### src/rtl/phase_timer.sv
// phase_timer
// Counts a traffic-light phase down in whole seconds. A phase is loaded by a
// one-cycle `start` and decremented on each 1 Hz `enable` tick from the
// divider. When the last tick is consumed, `expired` pulses for one cycle.
// `timer_reset` pulses when a phase is loaded, so the divider restarts its
// count and the first tick arrives a full second after the phase begins.
// `hold` freezes the countdown while it is high.
//
// Priority, highest first: reset_n, start, hold, enable.
//
// Ports
//   clock        in   system clock; all logic updates on the rising edge
//   reset_n      in   synchronous reset, active-low
//   enable       in   1 Hz tick from the divider, one clock wide
//   start        in   one-cycle request to (re)load `duration` and run
//   duration     in   phase length in ticks; sampled only when start=1
//   hold         in   level; freezes the countdown while high
//   timer_reset  out  one-cycle pulse that restarts the divider
//   remaining    out  ticks left in the current phase
//   busy         out  high while a phase is running or held
//   expired      out  one-cycle pulse at the end of a phase
module phase_timer #(
  parameter int COUNT_WIDTH = 6
) (
  input  logic                   clock,
  input  logic                   reset_n,
  input  logic                   enable,
  input  logic                   start,
  input  logic [COUNT_WIDTH-1:0] duration,
  input  logic                   hold,
  output logic                   timer_reset,
  output logic [COUNT_WIDTH-1:0] remaining,
  output logic                   busy,
  output logic                   expired
);

  typedef enum logic [1:0] {
    IDLE = 2'd0,
    RUN  = 2'd1,
    HOLD = 2'd2
  } state_t;

  state_t                 state, state_next;
  logic [COUNT_WIDTH-1:0] remaining_next;
  logic                   expired_next;
  logic                   timer_reset_next;
  logic                   busy_next;

  // Next-state and next-output logic.
  always_comb begin
    // NOTE: every signal written here gets a default first, so no path
    // through the branches below can leave one unassigned and infer a latch.
    state_next       = state;
    remaining_next   = remaining;
    expired_next     = 1'b0;
    timer_reset_next = 1'b0;

    if (start) begin
      // A load wins over hold and over a coinciding final tick. A zero
      // duration ends at once: report expiry and go back to idle without
      // restarting the divider.
      if (duration != '0) begin
        remaining_next   = duration;
        timer_reset_next = 1'b1;
        state_next       = hold ? HOLD : RUN;
      end else begin
        remaining_next = '0;
        expired_next   = 1'b1;
        state_next     = IDLE;
      end
    end else begin
      unique case (state)
        RUN: begin
          if (hold) begin
            // A tick arriving as hold rises is dropped.
            state_next = HOLD;
          end else if (enable) begin
            if (remaining > COUNT_WIDTH'(1)) begin
              remaining_next = remaining - COUNT_WIDTH'(1);
            end else begin
              // Final tick. Also covers a zero count, so the counter can
              // never wrap below zero.
              remaining_next = '0;
              expired_next   = 1'b1;
              state_next     = IDLE;
            end
          end
        end
        HOLD: begin
          // Frozen. A tick arriving as hold falls is dropped, and counting
          // resumes on the following cycle.
          if (!hold) state_next = RUN;
        end
        default: begin
          // IDLE ignores ticks.
          state_next = IDLE;
        end
      endcase
    end

    busy_next = (state_next != IDLE);
  end

  // State and output registers. All outputs are registered.
  always_ff @(posedge clock) begin
    // NOTE: sequential state uses non-blocking assignments, so every register
    // samples the values from before this clock edge.
    if (!reset_n) begin
      state       <= IDLE;
      remaining   <= '0;
      busy        <= 1'b0;
      expired     <= 1'b0;
      timer_reset <= 1'b0;
    end else begin
      state       <= state_next;
      remaining   <= remaining_next;
      busy        <= busy_next;
      expired     <= expired_next;
      timer_reset <= timer_reset_next;
    end
  end

endmodule

### config.mk
export PLATFORM = sky130hd
export DESIGN_NAME = phase_timer
export DESIGN_NICKNAME = d
export VERILOG_FILES = /design/src/rtl/phase_timer.sv
export SDC_FILE = /design/constraint.sdc
export NUM_CORES = 1
export LEC_CHECK = 0
export ABC_AREA = 1
export ABC_CLOCK_PERIOD_IN_PS = 2350
export CORE_MARGIN = 2
export CORE_UTILIZATION = 49
export DETAILED_ROUTE_END_ITERATION = 6
export PLACE_DENSITY = 0.82
export SYNTH_ARGS = -nofsm -noshare
export SYNTH_HDL_FRONTEND = slang
export SYNTH_SLANG_ARGS = --single-unit
### constraint.sdc
create_clock -name clock -period 2.35 [get_ports clock]
set_input_delay 0.3525 -clock clock [delete_from_list [all_inputs] [get_ports clock]]
set_output_delay 0.3525 -clock clock [all_outputs]
set_load 0.05 [all_outputs]
==> results.py <==
metrics = {
    "clock_tree": {
        "cts_setup_buffers": 0,
        "clock_latency_ps": 260,
        "numCtsBuffers": 3,
        "clkTransAtPathRegs_ps": 70,
        "cts_resized": 0,
        "postCtsHoldBufs": 0,
        "cts_sinks": 11,
        "clockRootBuffer": "clkbuf_4",
        "clock_path_buffers": 2,
        "cts_tree": "built",
        "htreeDepth": 1,
    },
    "finish": {
        "nNetsFinal": 142,
        "fin_cells": 141,
        "final_area_um2": 937,
        "syn_to_final_growth_pct": 32.6,
        "drive_gt1_share_pct": 10.3,
        "mostFrequentLayoutCell": "nand2_1",
        "n_antenna_cell": 0,
        "final_cell_mix": "nand2_1 (27), clkdlybuf4s50_1 (19), inv_1 (17)",
    },
    "grt": {
        "overflow": 0,
        "grt_antenna_before_repair": 0,
        "grt_usage_pct": 21.6,
        "grt_pass1_wl_um": 2930,
        "grt_max_degree": 12,
        "grt_pass1_vias": 668,
    },
    "critical_path": {
        "slowest_stage": "clkdlybuf4s50_1",
        "ff2ff_path_depth": 9,
        "critPathKind": "flop to primary output",
        "cp-start-kind": "flop",
        "max_stage_delay_ps": 840,
        "rrSetupSlack_ps": 910,
        "critPathBufInv": 1,
        "worstPathMaxFanout": 5,
        "timing.critical_path.cells": "clkdlybuf4s50_1",
        "r2r-start": "remaining[0]$_SDFFE_PN0P_",
        "r2r-end": "remaining[5]$_SDFFE_PN0P_",
        "end_kind": "primary output",
        "critPathRequiredTime_ps": 2000,
        "cp_top_family": "buffers and inverters",
        "critPathArrivalTime_ps": 1550,
    },
    "placement": {
        "dp.final_hpwl_um": 1240,
        "port_buffers": 19,
        "dp_slack_ps": 609,
        "place_inst": 137,
        "place_area_um2": 911,
        "gp_congestion": 0.844,
    },
    "logic_synthesis": {
        "synth_fp_nets": 119,
        "avgSynthCellArea_um2": 6.80,
        "synth_xor_area_share_pct": 2.48,
        "synth-compound-area-share_pct": 8.67,
        "muxShareOfSynthArea_pct": 0,
        "ys_ff_latch": 11,
        "yosysSeqAreaShare_pct": 31.2,
        "yosys.area_share.simple_pct": 40.4,
        "syn_area_um2": 707,
        "yosys.cell_types.count": 22,
        "yosys.area_share.adder_pct": 7.08,
        "synth_top_family_by_area": "simple AND/OR/NAND/NOR gates",
        "yosys_warnings": 0,
        "synthCells": 104,
    },
    "die": {
        "design.core.area_um2": 1320,
        "io_pins": 20,
        "die_w_um": 42.0,
        "dieArea_um2": 1760,
        "initial_utilization_pct": 53.7,
        "die_h_um": 42.0,
        "rows": 13,
    },
    "sta": {
        "fin_crit_ps": 1900,
        "setup_slack_ps": 449,
        "slew_headroom_pct": 67.0,
        "max_freq_ghz": 0.526,
        "rsz0062_at_grt": "no",
        "finalMaxSlewViolations": 0,
        "hold_viol_final": 0,
        "finClkSkew_ps": 7.03,
        "setup_viol": 0,
        "worstMarginPinSlew_ps": 493,
        "fin_tns_setup_ps": 0,
        "timing.final.crit_share_pct": 80.9,
    },
    "hold_path": {
        "min_to": "state[1]$_SDFF_PN0_",
        "hold_depth": 4,
        "hp-start": "state[1]$_SDFF_PN0_",
        "hp-class": "flop to flop",
    },
    "route": {
        "first_iter_violations": 5,
        "vias": 696,
        "ant_nets": 0,
        "wirelength_um": 1520,
        "post_drt_wl_per_cell_um": 10.8,
        "firstDrtPassIters": 4,
        "via_per_inst": 4.94,
        "drc": 0,
    },
    "power_and_ir_drop": {
        "power_w": 0.000483,
        "power.density_nw_per_um2": 516,
        "p_leak_nw": 0.429,
        "peakVddDrop_v": 0.000309,
    },
    "run_status": {
        "status": "finished, final reports clean",
    },
    "flow_run": {
        "drv_cap": 0,
    },
}
==> flip-flops by register name (all words and copies together), names as in the netlist <==
signal / flops
state: 2
timer_reset: 1
remaining: 6
expired: 1
busy: 1
==> metrics by stage <==
stage	util [%]	hold WS [ps]
floorplan	-	468
global placement	69.1	600
detailed placement	69.1	609
CTS	71.1	628
global route	71.1	665
finish	71.1	629
==> metal layers <==
metal	global-route usage (%)	share of wire, %	vias up
met5	0	0	-
met4	9.68	1.3	0
met3	3.88	4.9	2
met2	35.3	49	17
met1	27.5	45	306
li1	-	-	371
==> synth_stat cells (all sizes together) <==
| cell | number | area (um2) |
|---|---|---|
| nand2 | 29 | 119 |
| inv | 18 | 67.6 |
| nand3 | 12 | 82.6 |
| dfxtp | 11 | 220 |
| nor2 | 10 | 47.6 |
| a21oi | 5 | 28.8 |
| nor3 | 5 | 30.0 |
| o21ai | 5 | 25.0 |
| ha | 4 | 50.1 |
| xor2 | 2 | 17.5 |
| buf | 1 | 5.00 |
| nand4 | 1 | 6.26 |
| o21a | 1 | 7.51 |
==> power by group <==
group	total [W]	internal (W)	switching (W)
clock	0.000126	0.0000655	0.0000609
combinational	0.000149	0.0000578	0.0000912
sequential	0.000208	0.000197	0.0000105
total	0.000483	0.000321	0.000163
==> layout make-up <==
type,count,area (um2)
multi-input combinational,74,414
fill,117,380
sequential,11,220
timing repair buffer,19,190
inverter,18,67.6
clock buffer,4,26.3
tap,15,18.8
==> logic make-up after synthesis <==
group           after synthesis
compound gates               11
xor+xnor                      2
fa+ha+maj                     4
buf+inv                      19
flops                        11
simple gates                 57
==> how the worst max path moves through the flow <==
stage	endpoint	depth (start not counted)	start
final	remaining[2]	1	remaining[2]$_SDFFE_PN0P_
after detailed placement	remaining[1]$_SDFFE_PN0P_	5	start
after global placement	remaining[0]$_SDFFE_PN0P_	6	start
after floorplan	remaining[5]$_SDFFE_PN0P_	9	remaining[0]$_SDFFE_PN0P_
after global routing	remaining[2]	1	remaining[2]$_SDFFE_PN0P_
after CTS	remaining[2]	1	remaining[2]$_SDFFE_PN0P_
Note: power is estimated with default switching activity, not from simulation.
==> patch (config.mk and constraints unchanged) <==
Re-encode `state_t` (3 states) as one-hot, 3 bits wide.
--- a/src/rtl/phase_timer.sv
+++ b/src/rtl/phase_timer.sv
@@ -36,6 +36,6 @@
 
-  typedef enum logic [1:0] {
-    IDLE = 2'd0,
-    RUN  = 2'd1,
-    HOLD = 2'd2
+  typedef enum logic [2:0] {
+    IDLE = 3'b001,
+    RUN  = 3'b010,
+    HOLD = 3'b100
   } state_t;
Behaviour: no difference found for any inputs over 10 cycles, from zero or initial values and one cycle with reset_n low; not proved beyond that.
==> patch against the original RTL <==
Sequential cell count rose by 1; largest cell class unchanged; routed wire length is 18% higher; setup slack worse by 0.014 ns; highest routed layer unchanged; cell area grew 6.4%; count of clock-buffer cells in the layout unchanged; area after synthesis grew 7.4%; total power rose by 20%; critical path depth unchanged.
==> patch: results (changes against the original RTL) <==
result of the run=finished clean; ranking of synthesized cells by area=dfxtp_1, nand2_1, nand3_1; sinks on the clock net=12 (+1); proportion of cell area occupied by registers=24.1% (+0.59 points); largest registers=remaining x6, state x3; global-route wire length before repair=3130 µm (+6.8%); Final non-clock buffer share=19.8% (-0.47 points); VDD IR max=0.401 mV (+30%); final instance count without filler cells=158 (+12%); count of nets after finishing=156 (+9.9%); number of buffers outside the clock class in the layout=20 (+1); transition time at the pin with the least slew margin=0.498 ns (+0.00516 ns); Clock Skews=0.00470 ns (-0.00233 ns); Net Count, Synth=133 (+12%); number of cells after detailed placement=154 (+12%); Leak Pwr=0.478 nW (+11%); placed wire-length estimate=1420 µm (+15%); fraction of final layout cells sized beyond drive strength 1=9.15% (-1.2 points); Vias per Instance=5.23 (+5.9%); total wire length=1790 µm (+18%); Power per Cell Area=580 mW/mm² (+13%); placement-stage worst setup slack=0.736 ns (+0.127 ns); crit path to=remaining[4]; r2r endpoint=remaining[3]; core area=0.00147 mm² (+12%); pin count of the biggest net entering global routing=14 (+2); multi-input gate share of the layout cell area=44.8% (+0.60 points); number of different library cells in the post-synthesis netlist=20 (-9.1%); CP Max Fanout=6 (+1)
-- patch: cell types whose count changed after synthesis, sizes merged, moves of 2 or more --
cell / before / now
inv: 18 / 15
nor3: 5 / 0
ha: 4 / 2
nand3b: 0 / 3
nand4: 1 / 4
nor2: 10 / 20
o21ai: 5 / 1
nand3: 12 / 15
nand2: 29 / 39
-- patch: cells by family (layout without fill, tap and decap cells) --
group	Yosys count	after routing	synth area share (%)
AO/OA/AOI/OAI	6	6	4.28
XOR/XNOR	1	1	1.15
AND/OR/NAND/NOR	82	82	50.1
flip-flops	12	12	31.6
buffers and inverters	17	39	9.56
adder cells (fa/ha/maj)	2	2	3.29
-- patch: power breakdown --
part	internal (mW)	leakage [nW]	switching, mW
clock	0.0943	0.0210	0.0696
sequential	0.216	0.0991	0.0142
combinational	0.0704	0.358	0.114
total	0.381	0.478	0.198
-- patch: how the worst min path moves through the flow --
stage	start	endpoint	slack (ns)	depth (start not counted)
3_3_place_gp	remaining[1]	remaining[1]	0.51	2
4_1_cts	remaining[1]	remaining[1]	0.53	2
2_1_floorplan	reset_n	state[0]	0.44	1
3_5_place_dp	remaining[1]	remaining[1]	0.51	2
6_report	remaining[1]	remaining[1]	0.52	2
5_1_grt	remaining[1]	remaining[1]	0.56	2
-- patch: worst reg2reg max path, cell delays in order (launching register included) --
cell	delay, ns
dfxtp_1	0.40
inv_1	0.14
ha_1	0.28
inv_1	0.07
nand2_1	0.06
nand3_2	0.11
nand2_1	0.06
inv_1	0.07
nand2_1	0.05
nor2_1	0.10
nor2_1	0.05
nor2_1	0.07
-- patch: per-layer routing --
metal  share of wire [%]  routed length (µm)  vias up  GRT usage, %
met3                 5.3                  94        4          6.25
met1                  46                 830      374          26.6
met4                0.89                  16        0          5.45
met2                  47                 849       24          39.1
met5                   0                   0        -             0
li1                    -                   -      424             -
